===== src/rtl/atp_payment_fsm_multi_pkg.sv =====
// Shared types and constants for the multi-channel ATP payment FSM.
// The optional ATP_TXN_STATS_EN build uses sat_inc16 for its counters.
package atp_pkg;

  typedef enum logic [2:0] {
    IDLE,
    WAIT_BILL,
    SELECT,
    WAIT_TENDER,
    VERIFY,
    APPLY,
    DONE,
    DISCONNECT
  } state_t;

  localparam int CH_CHEQUE = 0;
  localparam int CH_DD     = 1;
  localparam int CH_CARD   = 2;
  localparam int CH_CASH   = 3;

  localparam logic [3:0] DEF_CASH_MASK  = 4'b1000;
  localparam logic [3:0] DEF_CH_EN_MASK = 4'b1111;

  function automatic logic [15:0] sat_inc16(input logic [15:0] v);
    return (v == 16'hFFFF) ? v : v + 16'd1;
  endfunction

endpackage


===== src/rtl/atp_watchdog.sv =====
// Inactivity counter: runs while en, restarts on clr or when disabled,
// and flags expire on the TIMEOUT_CYC-th consecutive idle cycle.
module atp_watchdog #(
  parameter int TIMEOUT_CYC = 64
) (
  input  logic clk,
  input  logic reset_n,
  input  logic en,
  input  logic clr,
  output logic expire
);

  localparam int CW = (TIMEOUT_CYC > 2) ? $clog2(TIMEOUT_CYC) : 1;
  localparam logic [CW-1:0] LAST = CW'(TIMEOUT_CYC - 1);

  logic [CW-1:0] cnt;

  // A handshake in the expiring cycle takes priority over the timeout.
  assign expire = en && !clr && (cnt == LAST);

  always_ff @(posedge clk or negedge reset_n) begin
    if (!reset_n) begin
      cnt <= '0;
    end else if (!en || clr || expire) begin
      cnt <= '0;
    end else begin
      cnt <= cnt + CW'(1);
    end
  end

endmodule


===== src/rtl/atp_payment_fsm_multi.sv =====
// Multi-tender ATP payment FSM with bank verify handshake and idle watchdog.
// Define ATP_TXN_STATS_EN to add saturating ok/fail/reject counters.
module atp_payment_fsm_multi
  import atp_pkg::*;
#(
  parameter int AMT_W       = 8,
  parameter int NUM_CH      = 4,
  parameter int CH_W        = 2,
  parameter int BARCODE_W   = 4,
  parameter logic [NUM_CH-1:0] CASH_MASK  = DEF_CASH_MASK,
  parameter logic [NUM_CH-1:0] CH_EN_MASK = DEF_CH_EN_MASK,
  parameter int TIMEOUT_CYC = 64
) (
  input  logic                    clk,
  input  logic                    reset_n,
  input  logic                    start_payment,
  input  logic                    bill_valid,
  input  logic [BARCODE_W-1:0]    barcode,
  input  logic [AMT_W-1:0]        bill_amount,
  input  logic                    choice_valid,
  input  logic [CH_W-1:0]         choice,
  input  logic [NUM_CH-1:0]       pay_valid,
  input  logic [NUM_CH*AMT_W-1:0] pay_amount,
  output logic                    verify_req,
  input  logic                    verify_ack,
  input  logic                    verify_ok,
  output logic [BARCODE_W-1:0]    barcode_latched,
  output logic [AMT_W-1:0]        remaining_amount,
  output logic                    change_valid,
  output logic [AMT_W-1:0]        change_amount,
  output logic                    reject,
  output logic                    payment_complete,
  output logic                    line_disconnected,
  output logic                    busy,
  output state_t                  state_dbg
`ifdef ATP_TXN_STATS_EN
  ,
  output logic [15:0]             txn_ok_count,
  output logic [15:0]             txn_fail_count,
  output logic [15:0]             reject_count
`endif
);

  state_t            state;
  logic [CH_W-1:0]   sel_q;
  logic [AMT_W-1:0]  tender_q;
  logic [AMT_W-1:0]  cur_pay;
  logic              sel_cash;
  logic              choice_ok;
  logic              hs;
  logic              wd_en;
  logic              wd_expire;

  always_comb begin
    cur_pay   = pay_amount[sel_q*AMT_W +: AMT_W];
    sel_cash  = CASH_MASK[sel_q];
    choice_ok = 1'b0;
    if (int'(choice) < NUM_CH) choice_ok = CH_EN_MASK[choice];
  end

  // Handshakes: bill_valid, choice_valid, pay_valid[sel] and verify_ack are
  // single-cycle strobes with no ready; each is consumed only in the state
  // that waits for it and ignored everywhere else.
  always_comb begin
    hs = 1'b0;
    case (state)
      WAIT_BILL:   hs = bill_valid;
      SELECT:      hs = choice_valid;
      WAIT_TENDER: hs = pay_valid[sel_q];
      VERIFY:      hs = verify_ack;
      default:     hs = 1'b0;
    endcase
  end

  assign wd_en = (state == WAIT_BILL) || (state == SELECT) ||
                 (state == WAIT_TENDER) || (state == VERIFY);

  atp_watchdog #(.TIMEOUT_CYC(TIMEOUT_CYC)) u_watchdog (
    .clk     (clk),
    .reset_n (reset_n),
    .en      (wd_en),
    .clr     (hs),
    .expire  (wd_expire)
  );

  always_ff @(posedge clk or negedge reset_n) begin
    if (!reset_n) begin
      state             <= IDLE;
      sel_q             <= '0;
      tender_q          <= '0;
      barcode_latched   <= '0;
      remaining_amount  <= '0;
      change_amount     <= '0;
      change_valid      <= 1'b0;
      reject            <= 1'b0;
      payment_complete  <= 1'b0;
      line_disconnected <= 1'b0;
      verify_req        <= 1'b0;
    end else begin
      change_valid      <= 1'b0;
      reject            <= 1'b0;
      payment_complete  <= 1'b0;
      line_disconnected <= 1'b0;
      if (wd_expire) begin
        state             <= IDLE;
        line_disconnected <= 1'b1;
        remaining_amount  <= '0;
        barcode_latched   <= '0;
        verify_req        <= 1'b0;
      end else begin
        case (state)
          IDLE: if (start_payment) state <= WAIT_BILL;
          WAIT_BILL: begin
            if (bill_valid) begin
              barcode_latched  <= barcode;
              remaining_amount <= bill_amount;
              if (bill_amount == '0) begin
                state            <= DONE;
                payment_complete <= 1'b1;
              end else begin
                state <= SELECT;
              end
            end
          end
          SELECT: begin
            if (choice_valid) begin
              if (choice_ok) begin
                sel_q <= choice;
                state <= WAIT_TENDER;
              end else begin
                reject <= 1'b1;
              end
            end
          end
          WAIT_TENDER: begin
            if (pay_valid[sel_q]) begin
              tender_q <= cur_pay;
              if (cur_pay == '0) begin
                reject <= 1'b1;
                state  <= SELECT;
              end else if (sel_cash) begin
                state <= APPLY;
              end else begin
                verify_req <= 1'b1;
                state      <= VERIFY;
              end
            end
          end
          VERIFY: begin
            if (verify_ack) begin
              verify_req <= 1'b0;
              if (verify_ok) begin
                state <= APPLY;
              end else begin
                reject <= 1'b1;
                state  <= SELECT;
              end
            end
          end
          APPLY: begin
            // Every subtract below is guarded by the compare, so no wrap.
            if (tender_q < remaining_amount) begin
              remaining_amount <= remaining_amount - tender_q;
              state            <= SELECT;
            end else if (tender_q == remaining_amount) begin
              remaining_amount <= '0;
              payment_complete <= 1'b1;
              state            <= DONE;
            end else if (sel_cash) begin
              change_amount    <= tender_q - remaining_amount;
              change_valid     <= 1'b1;
              remaining_amount <= '0;
              payment_complete <= 1'b1;
              state            <= DONE;
            end else begin
              reject <= 1'b1;
              state  <= SELECT;
            end
          end
          DONE:    state <= IDLE;
          default: state <= IDLE;
        endcase
      end
    end
  end

  assign busy      = (state != IDLE);
  assign state_dbg = state;

`ifdef ATP_TXN_STATS_EN
  always_ff @(posedge clk or negedge reset_n) begin
    if (!reset_n) begin
      txn_ok_count   <= '0;
      txn_fail_count <= '0;
      reject_count   <= '0;
    end else begin
      if (payment_complete)  txn_ok_count   <= sat_inc16(txn_ok_count);
      if (line_disconnected) txn_fail_count <= sat_inc16(txn_fail_count);
      if (reject)            reject_count   <= sat_inc16(reject_count);
    end
  end
`endif

endmodule

===== config.mk =====
export PLATFORM = sky130hd
export DESIGN_NAME = atp_payment_fsm_multi
export DESIGN_NICKNAME = d
export VERILOG_FILES = /design/src/rtl/atp_payment_fsm_multi_pkg.sv /design/src/rtl/atp_watchdog.sv /design/src/rtl/atp_payment_fsm_multi.sv
export SDC_FILE = /design/constraint.sdc
export NUM_CORES = 1
export LEC_CHECK = 0
export CAP_MARGIN = 20
export CORE_UTILIZATION = 45
export CTS_CLUSTER_DIAMETER = 80
export DETAILED_ROUTE_END_ITERATION = 8
export PLACE_DENSITY = 0.76
export SYNTH_ARGS = -nofsm -noshare
export SYNTH_HDL_FRONTEND = slang
export SYNTH_HIERARCHICAL = 1
export SYNTH_SLANG_ARGS = --single-unit

===== constraint.sdc =====
create_clock -name clk -period 5.2 [get_ports clk]
set_input_delay 1.04 -clock clk [delete_from_list [all_inputs] [get_ports clk]]
set_output_delay 1.04 -clock clk [all_outputs]
set_load 0.02 [all_outputs]

==> flow_metrics.env, run 1 <==
export IMPL_status="finished, violations left"
export IMPL_violations="design-rule violations"
export IMPL_syn_area_per_cell_um2=10.3
export IMPL_final_cell_mix="clkdlybuf4s50_1, dfrtp_1, inv_1, nor2_1, ha_1"
export IMPL_io_pin_count=86
export IMPL_path_class="primary input to flop"
export IMPL_async_flop_share_pct=100
export IMPL_synth_top_area_cell="dfrtp_1"
export IMPL_vias_per_cell=5.62
export IMPL_synthCells=294
export IMPL_clk_pin_slew_ps=90
export IMPL_drc=6
export IMPL_routed_wl_um=6980
export IMPL_relSlewSlack_pct=47.7
export IMPL_fin_crit_sh_pct=66.7
export IMPL_p_leak_uw=0.00166
export IMPL_dr_pass1_iters=6
export IMPL_holdPathStages=1
export IMPL_drtIter0Drc=130
export IMPL_crit_chain="clkdlybuf4s50_1, nand2_1, nor2_1, a31oi_1, o211ai_1, nand2b_1, nor3_1, buf_4, nor4_4, mux2_4"
export IMPL_hold_buffers=0
export IMPL_grt_pass1_vias=2385
export IMPL_drv_slew=0
export IMPL_vias=2535
export IMPL_fp_dieH_um=84.1
export IMPL_coreArea_mm2=0.00642
export IMPL_rr_worst_depth=8
export IMPL_wl_met2_um=3390
export IMPL_placed_cell_area_mm2=0.00391
export IMPL_cp_top_family="simple AND/OR/NAND/NOR gates"
export IMPL_routed_top_layer="met4"
export IMPL_synth_ff_type="dfrtp_1"
export IMPL_critPathRequiredTime_ps=5390
export IMPL_cp_num_cells=10
export IMPL_fin_crit_ps=3470
export IMPL_crit_path_max_fanout=11
export IMPL_synth_area_mm2=0.00303
export IMPL_finalHoldViolCount=0
export IMPL_drtAntennaViolNets=0
export IMPL_wl_per_cell_um=15.5
export IMPL_cts_resized_gates=0
export IMPL_hpwlAfterDp_um=5520
export IMPL_place_congestion=0.883
export IMPL_cp_buffers_inverters=2
export IMPL_synth_area_leaders="dfrtp_1, ha_1, mux4_2, inv_1, mux2_1"
export IMPL_clockBufferDepth=2
export IMPL_rsz0062_at_grt="no"
export IMPL_fillCellCount=527
export IMPL_slowest_stage="nor4_4"
export IMPL_synth_top_area_share_pct=36.3
export IMPL_ys_types=62
export IMPL_worst_setup_path_end_kind="flop"
export IMPL_yosysSeqAreaShare_pct=36.3
export IMPL_grt_pass1_wl_um=11500
export IMPL_endpoint="change_amount[2]"
export IMPL_ys_seq_elements=44
export IMPL_cts_sinks=44
export IMPL_root_buffer="clkbuf_8"
export IMPL_tightest_slew_ps=778
export IMPL_fin_area_mm2=0.00405
export IMPL_fmax_mhz=288
export IMPL_cts_setup_buffers=0
export IMPL_worst_r2r_setup_slack_ps=2100
export IMPL_finalSetupViolations=0
export IMPL_drv_cap=0
export IMPL_placementRows=29
export IMPL_nets=448
export IMPL_cts_tree="done"
export IMPL_grt_max_degree=45
export IMPL_final_common_cell="clkdlybuf4s50_1"
export IMPL_ys_warn_count=6
export IMPL_peakVddDrop_uv=250
export IMPL_overflow=0
export IMPL_clk_latency_ps=300
export IMPL_setup_ws_ps=1730
export IMPL_clock_skew_ps=11.6
export IMPL_synth_edf_count=0
export IMPL_power_density_mw_per_mm2=580
export IMPL_placed_cells=442
export IMPL_place_port_buffers=85
export IMPL_diodes=0
export IMPL_die_area_mm2=0.00708
export IMPL_antenna_found_initial=0
export IMPL_die_w_um=84.1
export IMPL_wl_met1_um=3150
export IMPL_fin_setup_tns_ps=0
export IMPL_htreeDepth=2
export IMPL_drive_gt1_share_pct=9.63
export IMPL_numCtsBuffers=5
export IMPL_dr_wl_met3_um=405
export IMPL_gr_usage_all_layers_pct=20.6
export IMPL_r2r_start="sel_q[0]"
export IMPL_cp_startpoint="bill_valid"
export IMPL_start_kind="primary input"
export IMPL_critPathMaxStageDelay_ps=730
export IMPL_crit_arrival_ps=3660
export IMPL_pre_cts_slack_ps=1410
export IMPL_synth_fp_nets=369
export IMPL_start_util_pct=47.2
export IMPL_finalNonFillerCells=451
export IMPL_syn2layout_area_growth_pct=33.4
export IMPL_hp_class="flop to flop"
export IMPL_timing_rr_end="tender_q[2]"
Yosys cell counts (all sizes together) (2+ instances only):
master / number
dfrtp: 44
mux4: 10
o211ai: 2
nor3: 4
nand2: 13
nand3: 6
inv: 26
o21bai: 2
o31a: 2
nor3b: 3
o21a: 4
fa: 2
mux2i: 7
o32ai: 2
xnor2: 7
a22oi: 7
a21boi: 4
ha: 16
clkbuf: 7
nor2: 26
mux2: 15
o2bb2ai: 8
a31oi: 2
xor2: 3
or4: 5
o21ai: 10
nand2b: 6
o31ai: 2
a211oi: 3
nand4: 4
a32oi: 2
nor2b: 3
a21oi: 13
buf: 8
a21o: 2
or3: 2
report_power, final:
group	switching, uW	internal, uW
clock	128	145
combinational	736	703
sequential	170	465
cell type report:
class | count | area, um^2 | area share, %
Sequential cell | 44 | 1100 | 27.2
Tap cell | 77 | 96.3 | 2.38
Multi-Input combinational cell | 209 | 1770 | 43.6
Clock buffer | 5 | 68.8 | 1.70
Inverter | 26 | 97.6 | 2.41
Timing Repair Buffer | 87 | 873 | 21.6
Clock inverter | 3 | 46.3 | 1.14
per-layer routing:
layer | track usage, % | vias to the layer above
li1 | - | 1232
met1 | 28.0 | 1201
met2 | 34.1 | 98
met3 | 4.55 | 4
met4 | 3.61 | 0
met5 | 0 | -
sequential cells by signal, indices dropped and copies added (netlist names):
register	cells
change_valid	1
remaining_amount	8
tender_q	8
state_dbg	3
barcode_latched	4
payment_complete	1
verify_req	1
change_amount	8
sel_q	2
u_watchdog/cnt	6
line_disconnected	1
reject	1
worst min path at each step:
stage | start | slack, ps | to
final | u_watchdog/cnt[0] | 490 | u_watchdog/cnt[0]
after global routing | u_watchdog/cnt[0] | 500 | u_watchdog/cnt[0]
after CTS | u_watchdog/cnt[0] | 490 | u_watchdog/cnt[0]
after detailed placement | u_watchdog/cnt[0] | 470 | u_watchdog/cnt[0]
after global placement | u_watchdog/cnt[0] | 470 | u_watchdog/cnt[0]
after floorplan | u_watchdog/cnt[0] | 450 | u_watchdog/cnt[0]
worst reg2reg max path, cell delays in order (launching register included):
cell,delay [ps]
dfrtp_1,720
mux4_2,630
nand4_1,150
o211ai_1,120
nand2b_1,230
nor3_1,290
inv_1,170
nand2b_1,320
mux2_1,370
metrics by stage:
stage	power, uW	hold slack [ps]	utilization (%)
finish	2350	492	63.0
global route	2530	497	63.0
CTS	2350	492	62.7
detailed placement	2070	474	60.9
global placement	2050	471	60.9
floorplan	1660	453	-
kinds of logic after synthesis:
| logic type | after synthesis | share of synthesized area (%) |
|---|---|---|
| fa+ha+maj | 18 | 7.92 |
| xor+xnor | 10 | 2.89 |
| simple gates | 78 | 14.4 |
| compound gates | 71 | 16.7 |
| buf+inv | 41 | 5.53 |
| mux | 32 | 16.3 |
| flops | 44 | 36.3 |
Note: power is estimated with default switching activity, not from simulation.
==> inputs of run 2 (changes only) <==
==> constraint.sdc (replaced) <==
create_clock -name clk -period 3.4 [get_ports clk]
set_input_delay 0.68 -clock clk [delete_from_list [all_inputs] [get_ports clk]]
set_output_delay 0.68 -clock clk [all_outputs]
set_load 0.02 [all_outputs]
==> flow_metrics.env, run 2 (synthesis gave the netlist of run 1 again) <==
export IMPL_finalSetupViolations=0
export IMPL_seqPwrFrac_pct=27.0
export IMPL_finish_utilization_pct=63.0
export IMPL_grt_max_degree=45
export IMPL_fmax_mhz=325
export IMPL_status="finished, violations left"
export IMPL_die_area_mm2=0.00708
export IMPL_hold_buffers=0
export IMPL_hp_class="primary input to asynchronous set/reset pin"
export IMPL_drc=6
export IMPL_clockBufferDepth=2
export IMPL_final_cell_mix="clkdlybuf4s50_1, dfrtp_1, inv_1, nor2_1, ha_1"
export IMPL_relSlewSlack_pct=52.5
export IMPL_placementRows=29
export IMPL_timing_rr_end="remaining_amount[4]"
export IMPL_numCtsBuffers=5
export IMPL_root_buffer="clkbuf_8"
export IMPL_sw_frac_of_total_pct=44.3
export IMPL_cts_resized_gates=0
export IMPL_rsz0062_at_grt="no"
export IMPL_drv_cap=0
export IMPL_syn2layout_area_growth_pct=33.4
export IMPL_coreArea_mm2=0.00642
export IMPL_rr_worst_depth=8
export IMPL_p_leak_uw=0.00167
export IMPL_gr_usage_all_layers_pct=20.5
export IMPL_p_switching_uw=1560
export IMPL_path_class="primary input to flop"
export IMPL_fin_crit_ps=3080
export IMPL_grt_pass1_vias=2534
export IMPL_pre_cts_slack_ps=60.8
export IMPL_largestRegisters="change_amount: 8 flops, remaining_amount: 8 flops, tender_q: 8 flops"
export IMPL_r2r_start="remaining_amount[0]"
export IMPL_combPwrFrac_pct=63.4
export IMPL_clkPwrFrac_pct=9.6
export IMPL_fin_total_pwr_uw=3520
export IMPL_start_util_pct=47.2
export IMPL_setup_ws_ps=324
export IMPL_vias=2554
export IMPL_cts_setup_buffers=0
export IMPL_tightest_slew_ps=711
export IMPL_worst_setup_path_end_kind="flop"
export IMPL_finalHoldViolCount=0
export IMPL_start_kind="primary input"
export IMPL_diodes=0
export IMPL_place_congestion=0.915
export IMPL_internal_power_uw=1960
export IMPL_drv_slew=0
export IMPL_final_common_cell="clkdlybuf4s50_1"
export IMPL_dr_pass1_iters=6
export IMPL_place_port_buffers=85
export IMPL_cp_startpoint="pay_valid[3]"
export IMPL_grt_pass1_wl_um=11700
export IMPL_antenna_found_initial=0
export IMPL_cts_sinks=44
export IMPL_drive_gt1_share_pct=10.3
export IMPL_critPathRequiredTime_ps=3570
export IMPL_endpoint="tender_q[3]"
export IMPL_fin_crit_sh_pct=90.5
export IMPL_vias_per_cell=5.63
export IMPL_fin_setup_tns_ps=0
export IMPL_htreeDepth=2
export IMPL_peakVddDrop_uv=448
export IMPL_power_density_mw_per_mm2=868
export IMPL_die_w_um=84.1
export IMPL_nets=451
export IMPL_routed_wl_um=6820
export IMPL_fp_dieH_um=84.1
export IMPL_cts_tree="done"
export IMPL_wl_per_cell_um=15.0
export IMPL_crit_arrival_ps=3250
export IMPL_drtIter0Drc=124
export IMPL_hpwlAfterDp_um=5400
export IMPL_violations="design-rule violations"
export IMPL_drtAntennaViolNets=0
export IMPL_worst_r2r_setup_slack_ps=500
export IMPL_io_pin_count=86
export IMPL_clock_skew_ps=5.42
export IMPL_overflow=0
export IMPL_crit_path_max_fanout=8
export IMPL_clk_latency_ps=290
export IMPL_clk_pin_slew_ps=80
[run 2: changes by cell type in the layout (fill, tap and decap cells not counted)]
cell and delta:
bufinv_16 -1, clkbuf_8 +1, clkinv_2 +2, buf_4 +3, inv_6 -1, clkinvlp_4 -1
[run 2: how the worst min path moves through the flow]
stage / startpoint / end / slack [ps] / cells after the start
final: reset_n / u_watchdog/cnt[0] / 280 / 1
after global routing: reset_n / u_watchdog/cnt[0] / 300 / 1
after CTS: change_amount[3] / change_amount[3] / 500 / 2
after detailed placement: change_amount[3] / change_amount[3] / 480 / 2
after global placement: u_watchdog/cnt[0] / u_watchdog/cnt[0] / 470 / 1
after floorplan: reset_n / barcode_latched[0] / 380 / 0
[run 2: final cells by class]
cell class	instances	area (um^2)
sequential	44	1100
inverter	26	97.6
timing repair buffer	90	896
multi-input combinational	209	1770
clock buffer	6	82.6
fill	541	2370
clock inverter	2	10.0
tap	77	96.3
[run 2: metrics by stage]
stage                     hold slack (ps)  cells  instance area [um^2]
after detailed placement              484    445                  3940
after floorplan                       384    294                  3030
after global routing                  297    454                  4050
after global placement                471    445                  3940
after CTS                             502    453                  4030
final                                 282    454                  4050
[run 2: power by group through the flow]
stage / logic, uW / registers [uW] / clock network (uW)
floorplan: 1530 / 1000 / 0
global placement: 2190 / 956 / 0
detailed placement: 2210 / 958 / 0
CTS: 2220 / 951 / 345
global route: 2460 / 987 / 368
finish: 2230 / 949 / 338
[run 2: layer usage]
metal	wire length, um	vias to the layer above	share of wire [%]	track usage [%]
met5	0	-	0	0
met4	48	0	0.70	4.23
met3	363	6	5.3	4.25
met2	3330	79	49	35.9
met1	3070	1238	45	26.4
li1	-	1231	-	-
[run 2: critical path, stage by stage]
cell	delay (ps)
clkdlybuf4s50_1	390
mux4_2	520
nand4_1	160
o211ai_1	110
nand2b_1	220
nor3_1	300
inv_1	170
nand2b_1	330
mux2_1	360
==> inputs of run 3 (changes only) <==
--- a/config.mk
+++ b/config.mk
@@ -5,11 +5,12 @@
 export SDC_FILE = /design/constraint.sdc
 export NUM_CORES = 1
 export LEC_CHECK = 0
+export ABC_AREA = 1
 export CAP_MARGIN = 20
 export CORE_UTILIZATION = 45
 export CTS_CLUSTER_DIAMETER = 80
 export DETAILED_ROUTE_END_ITERATION = 8
-export PLACE_DENSITY = 0.76
+export PLACE_DENSITY = 0.75
 export SYNTH_ARGS = -nofsm -noshare
 export SYNTH_HDL_FRONTEND = slang
 export SYNTH_HIERARCHICAL = 1
==> constraint.sdc (replaced) <==
create_clock -name clk -period 3 [get_ports clk]
set_input_delay 0.6 -clock clk [delete_from_list [all_inputs] [get_ports clk]]
set_output_delay 0.6 -clock clk [all_outputs]
set_load 0.02 [all_outputs]
==> flow_metrics.env, run 3 <==
export IMPL_synthCells=447
export IMPL_worst_r2r_setup_slack_ps=320
export IMPL_placementRows=30
export IMPL_placed_cells=623
export IMPL_synth_top_area_cell="dfrtp_1"
export IMPL_synth_top_area_share_pct=34.5
export IMPL_finalHoldViolCount=0
export IMPL_final_cell_mix="nand2_1, clkdlybuf4s50_1, nand3_1"
export IMPL_holdWs_ps=441
export IMPL_clk_pin_slew_ps=90
export IMPL_die_w_um=86.3
export IMPL_die_area_mm2=0.00744
export IMPL_nets=609
export IMPL_grt_pass1_vias=2839
export IMPL_largestRegisters="change_amount: 8 flops, remaining_amount: 8 flops, tender_q: 8 flops"
export IMPL_grt_pass1_wl_um=13000
export IMPL_htreeDepth=2
export IMPL_cp_startpoint="state_dbg[2]"
export IMPL_cts_tree="done"
export IMPL_gr_usage_all_layers_pct=22.1
export IMPL_syn_area_per_cell_um2=7.15
export IMPL_clock_skew_ps=8.46
export IMPL_fin_total_pwr_uw=4370
export IMPL_synth_compound_area_share_pct=10.3
export IMPL_drv_slew=0
export IMPL_dr_pass1_iters=6
export IMPL_critPathRequiredTime_ps=3190
export IMPL_vias_per_cell=4.91
export IMPL_ys_warn_count=6
export IMPL_synth_area_mux_share_pct=0
export IMPL_rsz0062_at_grt="no"
export IMPL_hp_class="primary input to asynchronous set/reset pin"
export IMPL_r2r_start="state_dbg[2]"
export IMPL_ys_seq_elements=44
export IMPL_numCtsBuffers=5
export IMPL_root_buffer="clkbuf_8"
export IMPL_relSlewSlack_pct=36.2
export IMPL_start_kind="flop"
export IMPL_peakVddDrop_uv=393
export IMPL_crit_chain="inv_2, nand2_2, inv_1, nand2_1, o2111ai_1, inv_1, nand2_1, nor3_1, buf_4, clkinv_1, nand2_1, nand2_2, nand2_1, nand2_1"
export IMPL_drv_cap=0
export IMPL_ys_types=40
export IMPL_antenna_found_initial=0
export IMPL_diodes=0
export IMPL_synth_ff_type="dfrtp_1"
export IMPL_hpwlAfterDp_um=6350
export IMPL_place_port_buffers=85
export IMPL_status="completed"
export IMPL_yosys_area_share_adder_pct=7.52
export IMPL_synth_edf_count=0
export IMPL_slowest_stage="dfrtp_1"
export IMPL_synth_xor_area_share_pct=2.74
export IMPL_fmax_mhz=373
export IMPL_cts_resized_gates=0
export IMPL_syn2layout_area_growth_pct=32.5
export IMPL_fin_setup_tns_ps=0
export IMPL_synthSimpleGateAreaFrac_pct=36.3
export IMPL_critPathMaxStageDelay_ps=520
export IMPL_place_congestion=0.887
export IMPL_synth_top_family_by_area="simple AND/OR/NAND/NOR gates"
export IMPL_synthMostInstantiatedCell="nand2_1"
export IMPL_crit_path_frequent_cell="nand2_1"
export IMPL_finalNonFillerCells=631
export IMPL_clk_latency_ps=300
export IMPL_start_util_pct=46.8
export IMPL_path_class="flop to flop"
export IMPL_final_common_cell="nand2_1"
export IMPL_worst_setup_path_end_kind="flop"
export IMPL_crit_arrival_ps=2870
export IMPL_wl_per_cell_um=12.3
export IMPL_overflow=0
export IMPL_synth_area_mm2=0.00319
export IMPL_timing_rr_end="remaining_amount[6]"
export IMPL_finish_utilization_pct=62.0
export IMPL_cts_setup_buffers=0
export IMPL_clockBufferDepth=2
export IMPL_grt_max_degree=45
export IMPL_vias=3098
export IMPL_fin_crit_ps=2680
export IMPL_finalSetupViolations=0
export IMPL_rr_worst_depth=14
export IMPL_routed_wl_um=7740
export IMPL_synth_area_leaders="dfrtp_1, nand2_1, nand3_1, ha_1, inv_1"
export IMPL_coreArea_mm2=0.00683
export IMPL_p_leak_uw=0.00210
export IMPL_drtAntennaViolNets=0
export IMPL_fp_dieH_um=86.3
export IMPL_drc=0
export IMPL_tightest_slew_ps=957
export IMPL_fin_crit_sh_pct=89.4
export IMPL_io_pin_count=86
export IMPL_async_flop_share_pct=100
export IMPL_drtIter0Drc=194
export IMPL_crit_path_max_fanout=9
export IMPL_cts_sinks=44
export IMPL_synth_top_cells_by_count="nand2_1, nand3_1, dfrtp_1"
export IMPL_drive_gt1_share_pct=10.3
export IMPL_power_density_mw_per_mm2=1030
export IMPL_hold_buffers=0
export IMPL_synth_fp_nets=522
export IMPL_yosysSeqAreaShare_pct=34.5
## run 3: changes by cell type after synthesis, sizes merged, moves of 7 or more
cell and change:
inv +22, mux2i -7, mux2 -15, nand3 +42, clkbuf -7, nand2 +158
o21ai +13, mux4 -10, o2bb2ai -8, nor2 +9
## run 3: worst max path at each step
stage | to | slack [ps]
finish | remaining_amount[6] | 320
global route | remaining_amount[7] | 30
CTS | remaining_amount[6] | 330
detailed placement | remaining_amount[6] | 70
global placement | change_amount[3] | 180
floorplan | tender_q[0] | 590
## run 3: layer usage
layer | global-route usage (%) | share of wire, % | up-vias
met5 | 0 | 0 | -
li1 | - | - | 1606
met3 | 3.62 | 5.5 | 8
met4 | 3.64 | 0.80 | 0
met1 | 29.6 | 46 | 1377
met2 | 38.2 | 47 | 107
## run 3: area by class of cell
cell class              instances  area [um^2]
well taps                      96          120
clock buffers                   5         68.8
inverters                      50          189
clock inverters                 3         46.3
repair buffers                 91          891
fillers                       650         2600
flip-flops and latches         44         1100
multi-input cells             342         1820
## run 3: cell families (layout without fill, tap and decap cells)
family | Yosys count | in the layout
xor gates and xnor gates | 10 | 10
buffers and inverters | 61 | 149
DFF | 44 | 44
adders and majority gates | 18 | 18
and+or+nand+nor | 262 | 262
AOI/OAI and AO/OA | 52 | 52
## run 3: critical path: cells and delay by family (launching register included)
family | cells | cell delay [ps]
flip-flops | 1 | 520
AND/OR/NAND/NOR | 8 | 1180
buffers and inverters | 5 | 720
AO/OA/AOI/OAI | 1 | 150
## run 3: power by group
group | total (uW) | switching, uW | leakage, uW | internal, uW
Combinational | 2870 | 1710 | 0.00148 | 1160
Clock | 470 | 219 | 0.0000548 | 251
Sequential | 1030 | 214 | 0.000562 | 815
## run 3: stage by stage
| stage | worst slack [ps] | instance area [um^2] |
|---|---|---|
| 3_3_place_gp | 184 | 4120 |
| 2_1_floorplan | 593 | 3190 |
| 4_1_cts | 330 | 4230 |
| 3_5_place_dp | 72.2 | 4120 |
| 6_report | 317 | 4230 |
| 5_1_grt | 34.3 | 4230 |
